`config.mk`:
```
export PLATFORM = sky130hd
export DESIGN_NAME = decode_scoreboard
export DESIGN_NICKNAME = d
export VERILOG_FILES = /design/src/rtl/rv_pipe_pkg.sv /design/src/rtl/decode_scoreboard_entry.sv /design/src/rtl/decode_scoreboard.sv
export SDC_FILE = /design/constraint.sdc
export NUM_CORES = 1
export LEC_CHECK = 0
export CORE_ASPECT_RATIO = 0.6
export CORE_MARGIN = 2
export CORE_UTILIZATION = 53
export CTS_BUF_LIST = sky130_fd_sc_hd__clkbuf_4 sky130_fd_sc_hd__clkbuf_8
export DETAILED_ROUTE_END_ITERATION = 7
export DONT_BUFFER_PORTS = 1
export PLACE_DENSITY = 0.65
export SYNTH_ARGS = -nofsm -noshare
export SYNTH_HDL_FRONTEND = slang
export SYNTH_SLANG_ARGS = --single-unit
```
`constraint.sdc`:
```
create_clock -name clk -period 9.9 [get_ports clk]
set_input_delay 1.98 -clock clk [delete_from_list [all_inputs] [get_ports clk]]
set_output_delay 1.98 -clock clk [all_outputs]
set_load 0.01 [all_outputs]
```
`src/rtl/rv_pipe_pkg.sv`:
```
// Shared pipeline types and latency constants for the decode scoreboard.
// A latency of all-ones means the producer's latency is unknown (wait for writeback).
package rv_pipe_pkg;

  localparam int unsigned SB_LAT_W = 4;

  function automatic int unsigned lat_inf(input int unsigned w);
    return (32'd1 << w) - 32'd1;
  endfunction

  typedef struct packed {
    logic                busy;
    logic [SB_LAT_W-1:0] cnt;
  } sb_entry_t;

  localparam logic [SB_LAT_W-1:0] LAT_ALU  = SB_LAT_W'(0);
  localparam logic [SB_LAT_W-1:0] LAT_LOAD = SB_LAT_W'(1);
  localparam logic [SB_LAT_W-1:0] LAT_MUL  = SB_LAT_W'(2);
  localparam logic [SB_LAT_W-1:0] LAT_DIV  = SB_LAT_W'(lat_inf(SB_LAT_W));

endpackage

```
`src/rtl/decode_scoreboard_entry.sv`:
```
// One register's scoreboard state: busy flag plus a latency countdown.
// Priority: set (new producer) over clear (wb/kill) over countdown.
module sb_entry
  import rv_pipe_pkg::*;
#(
  parameter int LAT_W = 4
) (
  input  logic             clk,
  input  logic             rst_n,
  input  logic             hold,
  input  logic             set,
  input  logic [LAT_W-1:0] set_lat,
  input  logic             clr,
  output logic             busy,
  output logic [LAT_W-1:0] cnt,
  output logic             busy_nxt
);

  localparam logic [LAT_W-1:0] INF = LAT_W'(lat_inf(LAT_W));

  sb_entry_t  ent_d, ent_q;

  always_comb begin
    ent_d = ent_q;
    if (set) begin
      ent_d.busy = 1'b1;
      ent_d.cnt  = set_lat;
    end else if (clr) begin
      ent_d.busy = 1'b0;
      ent_d.cnt  = '0;
    end else if (!hold && ent_q.busy && ent_q.cnt != '0 && ent_q.cnt != INF) begin
      ent_d.cnt = ent_q.cnt - 1'b1;
    end
  end

  always_ff @(posedge clk or negedge rst_n) begin
    if (!rst_n) begin
      ent_q <= '0;
    end else begin
      ent_q <= ent_d;
    end
  end

  assign busy     = ent_q.busy;
  assign cnt      = ent_q.cnt;
  assign busy_nxt = ent_d.busy;

endmodule

```
`src/rtl/decode_scoreboard.sv`:
```
// Decode-stage register scoreboard: per-register busy/latency state, combinational
// RAW/WAW hazard query, and update on issue, writeback and kill.
module decode_scoreboard
  import rv_pipe_pkg::*;
#(
  parameter int NREG     = 32,
  parameter int RIDX_W   = $clog2(NREG),
  parameter int NSRC     = 3,
  parameter int NWB      = 2,
  parameter int LAT_W    = 4,
  parameter bit ZERO_REG = 1'b1
) (
  input  logic                   clk,
  input  logic                   Rst_n,
  input  logic                   hold,
  input  logic                   issue_valid,
  input  logic                   issue_regwrite,
  input  logic [RIDX_W-1:0]      issue_rd,
  input  logic [LAT_W-1:0]       issue_lat,
  input  logic [NSRC-1:0]        src_en,
  input  logic [NSRC*RIDX_W-1:0] src_idx,
  input  logic [NWB-1:0]         wb_valid,
  input  logic [NWB*RIDX_W-1:0]  wb_rd,
  input  logic                   kill,
  input  logic [RIDX_W-1:0]      kill_rd,
  output logic                   hz,
  output logic [NSRC-1:0]        src_busy,
  output logic [NREG-1:0]        busy_vec,
  output logic [RIDX_W:0]        pending_cnt
);

  localparam logic [LAT_W-1:0] INF = LAT_W'(lat_inf(LAT_W));

  logic [NREG-1:0]  busy_arr;
  logic [NREG-1:0]  busy_nxt;
  logic [LAT_W-1:0] cnt_arr [NREG];
  logic [NREG-1:0]  set_vec;
  logic [NREG-1:0]  clr_vec;
  logic [NSRC-1:0]  src_busy_c;
  logic             waw_c;
  logic             hz_c;
  logic             accept;
  logic [RIDX_W:0]  pending_cnt_d, pending_cnt_q;

  function automatic logic [RIDX_W:0] popcnt(input logic [NREG-1:0] v);
    logic [RIDX_W:0] s;
    s = '0;
    for (int i = 0; i < NREG; i++) s = s + (RIDX_W+1)'(v[i]);
    return s;
  endfunction

  // Hazard query: a source is pending until its producer's countdown reaches zero.
  always_comb begin
    logic [RIDX_W-1:0] idx;
    idx        = '0;
    src_busy_c = '0;
    for (int i = 0; i < NSRC; i++) begin
      idx = src_idx[i*RIDX_W +: RIDX_W];
      src_busy_c[i] = src_en[i] && busy_arr[idx] && (cnt_arr[idx] != '0);
    end
    waw_c  = issue_regwrite && busy_arr[issue_rd] && (cnt_arr[issue_rd] == INF);
    hz_c   = (|src_busy_c) || waw_c;
    accept = issue_valid && !hold && !hz_c;
  end

  always_comb begin
    set_vec = '0;
    clr_vec = '0;
    for (int r = 0; r < NREG; r++) begin
      set_vec[r] = accept && issue_regwrite && (issue_rd == RIDX_W'(r)) &&
                   !(ZERO_REG && r == 0);
      clr_vec[r] = kill && (kill_rd == RIDX_W'(r));
      for (int p = 0; p < NWB; p++) begin
        if (wb_valid[p] && wb_rd[p*RIDX_W +: RIDX_W] == RIDX_W'(r)) clr_vec[r] = 1'b1;
      end
    end
  end

  // Register 0 is tied off by never asserting its set input when ZERO_REG is on.
  for (genvar r = 0; r < NREG; r++) begin : g_ent
    sb_entry #(.LAT_W(LAT_W)) u_ent (
      .clk      (clk),
      .rst_n    (Rst_n),
      .hold     (hold),
      .set      (set_vec[r]),
      .set_lat  (issue_lat),
      .clr      (clr_vec[r]),
      .busy     (busy_arr[r]),
      .cnt      (cnt_arr[r]),
      .busy_nxt (busy_nxt[r])
    );
  end

  always_comb pending_cnt_d = popcnt(busy_nxt);

  always_ff @(posedge clk or negedge Rst_n) begin
    if (!Rst_n) begin
      pending_cnt_q <= '0;
    end else begin
      pending_cnt_q <= pending_cnt_d;
    end
  end

  assign hz          = hz_c;
  assign src_busy    = src_busy_c;
  assign busy_vec    = busy_arr;
  assign pending_cnt = pending_cnt_q;

endmodule

```
==> impl_metrics.ini <==
[status]
status = finished clean

[placement]
dpl.hpwl_mm = 40.9
port_buffers = 0
post-place-cells = 2143
place_congestion = 1.01

[detailed_routing]
num_vias = 13800
post-route-drc-count = 0
drtIter0Drc = 1657
via_per_inst = 6.35
antenna_left = 0
drtPass1Iterations = 6
wl_per_cell_um = 25.1
routed_wl_mm = 54.6

[yosys]
syn-num-nets = 2012
avgSynthCellArea_um2 = 8.71
yosys.area.top_type_share_pct = 26.0
ys_warn_count = 0
synthArstFlopShare_pct = 100
netlist_area_mm2 = 0.0160
yosysMostFrequentCell = nor2_1
yosysSeqAreaShare_pct = 26.0
synthTopCellsByCount = 253 x nor2_1, 167 x inv_1, 166 x dfrtp_1
synth_edf_count = 0
synth-seq-cells = 166
synth_area_leaders = dfrtp_1 26%, ha_1 8.1%, mux2_1 6.1%
synth_ff_type = dfrtp_1
yosysUniqueCellTypes = 76
syn_inst = 1835
synth_largest_area_cell = dfrtp_1

[worst_hold_path]
hp-start = g_ent[0].u_ent.cnt[1]
whs_endpoint = g_ent[0].u_ent.cnt[1]
hp-class = reg2reg
hold_path_depth = 2

[job]
max-cap-violations = 0

[pwr]
finalPower_uw = 3850
power.density_mw_per_mm2 = 235
p_leak_uw = 0.00708
peakVddDrop_uv = 129

[finish]
final_nets = 1931
area_delta_synth_final_pct = 2.57
num-fill-cells = 2748
drive_gt1_share_pct = 8.77
finalNonFillerCells = 2175
num_antenna_cells = 0

[die]
fp.coreArea_mm2 = 0.0298
ioPinCount = 92
rows = 49
die_w_um = 228
start_util_pct = 53.7
die_h_um = 139
die_area_mm2 = 0.0316

[sta]
tightest_slew_ns = 1.31
fin_crit_ns = 8.50
hold_viol = 0
finalMaxSlewViolations = 0
post-route-period-util_pct = 85.9
fin_skew_ns = 0.0164
max_freq_ghz = 0.118
relSlewSlack_pct = 12.0
rsz0062_at_grt = no
finalSetupViolCount = 0
tns_ns = 0

[setup_path]
path_buf_inv = 8
worstSetupStartpoint = src_idx[5]
cp_common_cell = fa_1
r2r_start = g_ent[14].u_ent.cnt[2]
r2r_slack_ns = 1.61
r2r_cells = 27
crit_type = in2reg
cp_top_family = adder cells
reg2reg_to = pending_cnt[4]
required_ns = 10.31
arrival_ns = 8.91
setup.worst_path.start_class = input port
slowest_delay_ns = 0.53
crit_slowest_cell = fa_1
crit_fanout = 18
crit_path_end_kind = register

[clock_tree]
cts.clk_slew.worst_paths_ns = 0.10
clk_path_buf_depth = 2
clkLatencyLatePin_ns = 0.52
post_cts_resize_count = 0
cts_tree = built
htreeDepth = 4
clockRootBuffer = clkbuf_8
post_cts_buffers = 0
postCtsHoldBufs = 0
numCtsBuffers = 17
cts_sinks = 166

[global_route]
gr-total-overflow = 0
grt_pass1_vias = 12900
grt_max_degree = 167
track_usage_pct = 34.8
antenna_found_initial = 0
grt_pass1_wl_mm = 82.9
-- final cells by class --
type / count / area (um^2) / area share [%]
sequential: 166 / 4150 / 25.3
tap: 408 / 510 / 3.11
inverter: 167 / 627 / 3.82
timing repair buffer: 18 / 135 / 0.824
clock inverter: 13 / 143 / 0.870
multi-input combinational: 1384 / 10600 / 64.4
clock buffer: 19 / 262 / 1.59
-- registers in the layout, indices dropped and copies added, names as in the netlist --
signal,cells
g_ent.u_ent.cnt,128
g_ent.u_ent.busy,32
pending_cnt,6
-- cell usage in the layout (no fill, tap or decap), drive strengths merged, types with 5 or more instances in the layout --
| cell type | n |
|---|---|
| mux4 | 19 |
| o41ai | 11 |
| xnor2 | 96 |
| clkbuf | 19 |
| a31oi | 8 |
| o31ai | 13 |
| a211oi | 5 |
| nor3 | 32 |
| o22ai | 17 |
| or4 | 7 |
| nand2b | 19 |
| a311oi | 7 |
| nor2 | 253 |
| nand2 | 131 |
| and2 | 20 |
| nand4 | 15 |
| o211ai | 19 |
| and3b | 6 |
| o21ai | 52 |
| ha | 103 |
| dfrtp | 166 |
| o2111ai | 5 |
| nand3b | 5 |
| mux2 | 123 |
| inv | 173 |
| nand3 | 112 |
| or2 | 6 |
| nor4 | 75 |
| o311ai | 5 |
| a22oi | 24 |
| a21oi | 41 |
| nand4b | 33 |
| nor2b | 23 |
| mux2i | 22 |
| fa | 24 |
| buf | 18 |
-- per-stage QoR --
stage | hold WS, ns | area, um^2 | worst slack (ns) | util [%]
after floorplan | 0.532 | 16000 | 1.21 | -
after global placement | 0.632 | 16000 | 0.922 | 53.7
after detailed placement | 0.636 | 16000 | 0.876 | 53.7
after CTS | 0.652 | 16400 | 1.43 | 55.0
after global routing | 0.708 | 16400 | 1.13 | 55.0
final | 0.652 | 16400 | 1.40 | 55.0
-- worst reg2reg max path, stage by stage, from the launching register on --
cell and delay, ns:
dfrtp_1 0.52, nor4_1 0.81, o21ai_0 0.27, a2111oi_0 0.54
a311oi_1 0.15, o2111a_1 0.38, nor3_4 0.20, buf_4 0.28
buf_4 0.31, nand3_4 0.15, o21ai_0 0.22, fa_1 0.50
inv_1 0.19, fa_1 0.46, fa_1 0.52, fa_1 0.53
inv_1 0.07, fa_1 0.53, inv_1 0.05, fa_1 0.46
inv_1 0.06, ha_1 0.17, inv_1 0.06, fa_1 0.39
inv_1 0.07, a21o_1 0.10, a21oi_1 0.07, xnor2_1 0.12
-- power by group --
group / switching [uW] / total (uW) / leakage [uW] / internal, uW
clock network: 298 / 538 / 0.000204 / 241
logic: 1000 / 1850 / 0.00473 / 851
registers: 533 / 1460 / 0.00215 / 930
total: 1830 / 3850 / 0.00708 / 2020
-- cell families (layout without fill, tap and decap cells) --
kind of cell,count (synthesis),in the layout,share of synthesized area (%)
AO/OA/AOI/OAI,239,239,10.2
adder cells (fa/ha/maj),127,127,11.1
flip-flops,166,166,26.0
AND/OR/NAND/NOR,755,755,26.4
buffers and inverters,285,217,7.91
XOR/XNOR,99,99,5.42
multiplexers,164,164,13.0
-- layer usage --
metal / GRT usage, % / vias to the layer above / part of all wire, %
li1: - / 6251 / -
met1: 52.6 / 6749 / 46
met2: 45.3 / 745 / 38
met3: 14.7 / 63 / 14
met4: 7.40 / 0 / 1.6
met5: 0 / - / 0
-- how the worst max path moves through the flow --
stage	to	depth (start not counted)
floorplan	pending_cnt[4]	28
global placement	pending_cnt[4]	26
detailed placement	pending_cnt[4]	26
CTS	pending_cnt[4]	26
global route	pending_cnt[4]	27
finish	pending_cnt[4]	27
Note: power is estimated with default switching activity, not from simulation.
